## src/rtl/gf_pkg.sv

```systemverilog
// Shared types for the GF(2^163) multiplier arbiter: field element width and arbiter FSM states.
package gf_pkg;

   localparam int NUM_BITS_DEF = 163;
   localparam int GF_W         = NUM_BITS_DEF + 1;

   typedef logic [GF_W-1:0] gf_elem_t;

   typedef enum logic [1:0] {
      IDLE,
      ISSUE,
      WAIT,
      RESP
   } arb_state_t;

endpackage

```

## src/rtl/gf_rr_pick.sv

```systemverilog
// Combinational round-robin picker: first set request at or after rr_ptr, wrapping N-1 -> 0.
module gf_rr_pick #(
   parameter int N = 4
) (
   input  logic [N-1:0]         req,
   input  logic [$clog2(N)-1:0] rr_ptr,
   output logic [N-1:0]         gnt_vec,
   output logic [$clog2(N)-1:0] idx,
   output logic                 any
);

   localparam int PW = $clog2(N);

   logic [PW-1:0] cand;

   // NOTE: every output gets a default before the loop so no path leaves a value held (no latch).
   // NOTE: blocking assignments here: cand is a loop-carried temporary, not state.
   always_comb begin
      gnt_vec = '0;
      idx     = '0;
      any     = 1'b0;
      cand    = rr_ptr;
      for (int k = 0; k < N; k++) begin
         if (!any && req[cand]) begin
            gnt_vec[cand] = 1'b1;
            idx           = cand;
            any           = 1'b1;
         end
         cand = (cand == PW'(N - 1)) ? '0 : cand + PW'(1);
      end
   end

endmodule

```

## src/rtl/gf_mult_arbiter.sv

```systemverilog
// Round-robin sharing of one gf_Mult multiplier between NUM_REQ sequencers, with a watchdog
// that turns a hung multiplication into an error response instead of a deadlock.
module gf_mult_arbiter
   import gf_pkg::*;
#(
   parameter int NUM_BITS = NUM_BITS_DEF,
   parameter int NUM_REQ  = 4,
   parameter int TIMEOUT  = 200
) (
   input  logic                            clk,
   input  logic                            n_rst,
   input  logic [NUM_REQ-1:0]              req,
   input  logic [NUM_REQ*(NUM_BITS+1)-1:0] req_a,
   input  logic [NUM_REQ*(NUM_BITS+1)-1:0] req_b,
   output logic [NUM_REQ-1:0]              gnt,
   output logic [NUM_REQ-1:0]              rsp_valid,
   output logic [NUM_BITS:0]               rsp_product,
   output logic                            rsp_err,
   output logic                            busy,
   output logic                            mult_start,
   output logic [NUM_BITS:0]               mult_a,
   output logic [NUM_BITS:0]               mult_b,
   input  logic [NUM_BITS:0]               mult_product,
   input  logic                            mult_done
);

   localparam int W     = NUM_BITS + 1;
   localparam int IDX_W = $clog2(NUM_REQ);
   localparam int WD_W  = $clog2(TIMEOUT + 1);

   arb_state_t        state_q, state_d;
   logic [IDX_W-1:0]  rr_ptr_q, owner_q, pick_idx;
   logic [NUM_REQ-1:0] pick_vec;
   logic              pick_any;
   logic [W-1:0]      sel_a, sel_b, result_q;
   logic              err_q;
   logic [WD_W-1:0]   wd_q;
   logic              wd_expired;

   gf_rr_pick #(.N(NUM_REQ)) u_pick (
      .req     (req),
      .rr_ptr  (rr_ptr_q),
      .gnt_vec (pick_vec),
      .idx     (pick_idx),
      .any     (pick_any)
   );

   always_comb begin
      sel_a = '0;
      sel_b = '0;
      for (int i = 0; i < NUM_REQ; i++) begin
         if (pick_idx == IDX_W'(i)) begin
            sel_a = req_a[i*W +: W];
            sel_b = req_b[i*W +: W];
         end
      end
   end

   assign wd_expired = (wd_q == WD_W'(TIMEOUT - 1));

   always_comb begin
      state_d = state_q;
      case (state_q)
         IDLE:    if (pick_any) state_d = ISSUE;
         ISSUE:   state_d = WAIT;
         WAIT:    if (mult_done || wd_expired) state_d = RESP;
         RESP:    state_d = IDLE;
         default: state_d = IDLE;
      endcase
   end

   always_ff @(posedge clk or negedge n_rst) begin
      if (!n_rst) state_q <= IDLE;
      else        state_q <= state_d;
   end

   // NOTE: the wide operand/result registers are reset too, so buses read 0 after any abort.
   // NOTE: non-blocking everywhere below: each flop samples the pre-edge values of the others.
   always_ff @(posedge clk or negedge n_rst) begin
      if (!n_rst) begin
         rr_ptr_q <= '0;
         owner_q  <= '0;
         mult_a   <= '0;
         mult_b   <= '0;
         result_q <= '0;
         err_q    <= 1'b0;
         wd_q     <= '0;
      end else begin
         case (state_q)
            IDLE: begin
               if (pick_any) begin
                  mult_a  <= sel_a;
                  mult_b  <= sel_b;
                  owner_q <= pick_idx;
               end
            end
            ISSUE: wd_q <= '0;
            WAIT: begin
               if (wd_q != WD_W'(TIMEOUT)) wd_q <= wd_q + WD_W'(1);
               // A done arriving on the expiry cycle still counts as success.
               if (mult_done) begin
                  result_q <= mult_product;
                  err_q    <= 1'b0;
               end else if (wd_expired) begin
                  result_q <= '0;
                  err_q    <= 1'b1;
               end
            end
            RESP: begin
               rr_ptr_q <= (owner_q == IDX_W'(NUM_REQ - 1)) ? '0 : owner_q + IDX_W'(1);
            end
            default: ;
         endcase
      end
   end

   always_comb begin
      rsp_valid = '0;
      for (int i = 0; i < NUM_REQ; i++) begin
         rsp_valid[i] = (state_q == RESP) && (owner_q == IDX_W'(i));
      end
   end

   assign gnt         = (state_q == IDLE) ? pick_vec : '0;
   assign mult_start  = (state_q == ISSUE);
   assign busy        = (state_q != IDLE);
   assign rsp_product = result_q;
   assign rsp_err     = (state_q == RESP) && err_q;

endmodule
```

## config.mk

```make
export PLATFORM = sky130hd
export DESIGN_NAME = gf_mult_arbiter
export DESIGN_NICKNAME = d
export VERILOG_FILES = /design/src/rtl/gf_pkg.sv /design/src/rtl/gf_rr_pick.sv /design/src/rtl/gf_mult_arbiter.sv
export SDC_FILE = /design/constraint.sdc
export NUM_CORES = 1
export LEC_CHECK = 0
export CORE_AREA = 2 2 776 778
export CTS_BUF_LIST = sky130_fd_sc_hd__clkbuf_16
export CTS_CLUSTER_DIAMETER = 40
export DETAILED_ROUTE_END_ITERATION = 16
export DIE_AREA = 0 0 778 780
export PLACE_DENSITY = 0.3
export SLEW_MARGIN = 25
export SYNTH_ARGS = -nofsm -noshare
export SYNTH_HDL_FRONTEND = slang
export SYNTH_SLANG_ARGS = --single-unit
```

## constraint.sdc

```tcl
create_clock -name clk -period 3.8 [get_ports clk]
set_clock_uncertainty 0.15 [all_clocks]
set_input_delay 0.76 -clock clk [delete_from_list [all_inputs] [get_ports clk]]
set_output_delay 0.76 -clock clk [all_outputs]
set_load 0.01 [all_outputs]
```

==> summary.txt <==
Status
  – Status: finished with violations
  – Failing checks: setup timing

Yosys
  – Ys Warns: 0
  – Syn nets: 3866
  – Post-Syn Area per Cell: 12.2 um^2
  – Cells after Synth: about 2.4k
  – Top cells by count, synth: 662 x mux2i_1, 507 x dfrtp_1, 346 x nand2_1
  – Post-synthesis sequential area ratio: 44.1%
  – Post-synthesis cell type count: 51
  – Post-synth EDFFs: 0
  – Top cells by area, synth: dfrtp_1 44%, mux2i_1 23%, o221ai_2 15%
  – Post-synth top area share: 44.1%
  – #FFs+latches synth: 507
  – Top-count cell post-synth: mux2i_1
  – Post-Syn Area: roughly 0.029 mm^2
  – Ys flop type: dfrtp_1
  – Async set or reset register ratio after synthesis: 100%
  – Leading area contributor after synthesis: dfrtp_1

Placed design
  – Placed Area: a little over 0.06 mm^2
  – Port Buffers: ~2.0k
  – Post-DP HPWL: 387000 um
  – GP Congestion: 0.933

Floorplanning
  – Rows: 285
  – I/O Pins: 1986
  – Die area: 0.607 mm^2
  – Die Span Y: 780 um
  – Core Region: 0.599 mm^2
  – Die X: 778 um
  – Initial Util: ~4.8%

Global routing
  – Vias in the first global route: 35.6k
  – Gr ovfl total: 0
  – Initial antenna violation count: between 300 and 400
  – Gr usage total: 13.5%
  – Largest net degree at the start of global routing: 69
  – First-pass GRT wire length: between 500000 and 600000 um

Clock tree
  – CTS root buf: clkbuf_16
  – H-tree levels: 4
  – Inserted Clock Buffers: 173
  – Reg clk slew, reported paths: roughly 50 ps
  – CTS tree: done
  – CTS Buffer Depth: 4
  – Clock Sinks: 507
  – Latest clock arrival within the worst-skew pair: 880 ps

Critical path
  – Delay-heaviest family, CP: buffers and inverters
  – Crit path launch type: flop
  – Slowest-stage cell, CP: dfrtp_1
  – Worst r2r dst: mult_b[17]
  – Cell Chain, Critical Path: buf_6 > ha_4 > buf_6 > nor2_4 > buf_6 > buf_4 > mux2i_4 > buf_6 > nand2_1 > o311ai_1 > o21ai_1 > a21oi_2 > buf_2
  – Crit path to: gnt[1]
  – FF-to-FF setup slack: 200 ps
  – R2R cell count: 15
  – Critical path fanouts, max: 5
  – Slowest stage delay, CP: 400 ps
  – Worst R2R Start: rr_ptr_q[1]
  – Critical Path Source: rr_ptr_q[1]
  – Endpoint class of the critical path: output port
  – CP Depth: 13
  – Critical Path RT: 2890 ps
  – CP Class: reg -> out
  – WP buf/inv: 6
  – Worst Path Arrival: 3060 ps
  – Most Frequent Cell on Critical Path: buf_6

Worst hold path
  – Worst hold path startpoint: mult_product[104]
  – Hold Path Class: in -> reg

Power and ir drop
  – VDD IR max: 0.407 mV
  – Pwr/cell area: 892 mW/mm^2
  – Leak: between 20 and 30 nW
  – Total power: 60.2 mW

Flow run
  – Maxcap violations: 0

Detailed routing
  – Routed WL per cell: between 30 and 40 um
  – Post-Route WL: 427000 um
  – Via-to-Cell Ratio: 2.59
  – DRC: 0
  – Starting DRT DRC Count: approximately 2.2k
  – Routed vias: 33.5k
  – Post-DRT Antenna Nets: 0
  – Pre-antenna DRT Iters: 5

STA
  – Fin crit period: just under 4000 ps
  – Final Hold Fails: 0
  – Worst Max-Slew Pin Slew: 865 ps
  – Unrepaired setup endpoints after global routing: yes
  – Slew Limit Fails: 0
  – PnR worst setup slack: -173 ps
  – Final setup vio count: 4
  – Slew margin rel.: a little over two fifths
  – Fmax: ~0.25 GHz
  – Period utilization: 105%

Cells and area
  – Nets@finish: 6197
  – Share of post-route cells with drive strength above 1: approximately a fifth
  – Layout area overhead: 135%
  – Post-route cell area: slightly below 0.07 mm^2
-- worst reg2reg max path, stage by stage, from the launching register on --
cell and delay, ps:
dfrtp_1 380, inv_1 100, ha_4 340, buf_4 190, mux2i_2 320, mux2i_4 130
buf_4 140, nor2_1 250, a211oi_2 160, buf_4 170, or2_4 280, buf_12 180
buf_12 150, buf_12 150, buf_4 190, o221ai_2 190
-- area by class of cell --
| class | instances | area (um^2) |
|---|---|---|
| tap | 8036 | 10100 |
| antenna | 76 | 190 |
| clock buffer | 175 | 4380 |
| multi-input combinational | 1616 | 15100 |
| fill | 68500 | 532000 |
| sequential | 507 | 12700 |
| inverter | 15 | 56.3 |
| timing repair buffer | 2385 | 23900 |
| clock inverter | 133 | 1220 |
-- worst min-delay path by stage --
stage               slack (ps)  cells past startpoint                to
finish                     320                      2  rsp_product[104]
global route               250                      2  rsp_product[104]
CTS                        200                      2  rsp_product[104]
detailed placement         320                      2        mult_a[89]
global placement           320                      2        mult_a[88]
floorplan                  310                      0             err_q
-- registers in the layout, indices dropped and copies added (netlist names) --
register / flops
owner_q: 2
err_q: 1
mult_b: 164
state_q: 2
rsp_product: 164
wd_q: 8
rr_ptr_q: 2
mult_a: 164
-- metrics by stage --
step,setup TNS [ps],hold slack (ps),setup WS [ps],instances,utilization [%]
after CTS,-1130,195,-297,12900,11.2
after floorplan,0,314,410,2367,-
after global routing,-1420,249,-374,12900,11.2
after detailed placement,-351260,321,-1190,12600,10.3
after global placement,-351670,320,-1170,12600,10.3
final,-609,321,-173,12900,11.3
-- what timing repair did --
action / in CTS / in global routing
pin swaps: 5 / 1
hold endpoints to repair: 19 / 0
hold buffers: 1 / 0
gates resized for setup: 47 / 1
buffers inserted: 8 / 1
setup endpoints to repair: 328 / 186
-- kinds of logic (layout without fill, tap and decap cells) --
logic type	after synthesis	count (layout)	share of synthesized area, %
flip-flops	507	507	44.1
other	0	76	0
adder cells (fa/ha/maj)	16	16	0.696
AO/OA/AOI/OAI	538	538	22.1
buffers and inverters	244	2708	4.34
XOR/XNOR	3	3	0.0913
multiplexers	665	665	23.2
AND/OR/NAND/NOR	394	394	5.44
-- power by group --
part           switching, mW  internal, mW  total, mW
combinational           20.1          15.9       35.9
clock                   4.77          9.29       14.1
sequential              2.11          8.16       10.3
total                   26.9          33.3       60.2
-- cell usage in the layout (no fill, tap or decap), drive strengths merged, types with 5 or more instances in the layout --
cell type,n
clkdlybuf4s50,1979
diode,76
nor2,14
bufinv,15
inv,59
and2,6
o221ai,328
nand3,6
dfrtp,507
buf,404
clkbuf,175
a22o,164
nand2b,5
a21oi,12
clkinv,71
nand2,346
ha,16
mux2i,663
nor3,5
o21ai,13
-- layer usage --
metal,routed length [um],track usage [%],vias up
li1,-,-,14000
met1,170000,15.9,16300
met2,196000,22.4,2217
met3,47700,6.38,791
met4,11500,2.76,212
met5,1430,0,-
Power figures use the tool's default switching activity.
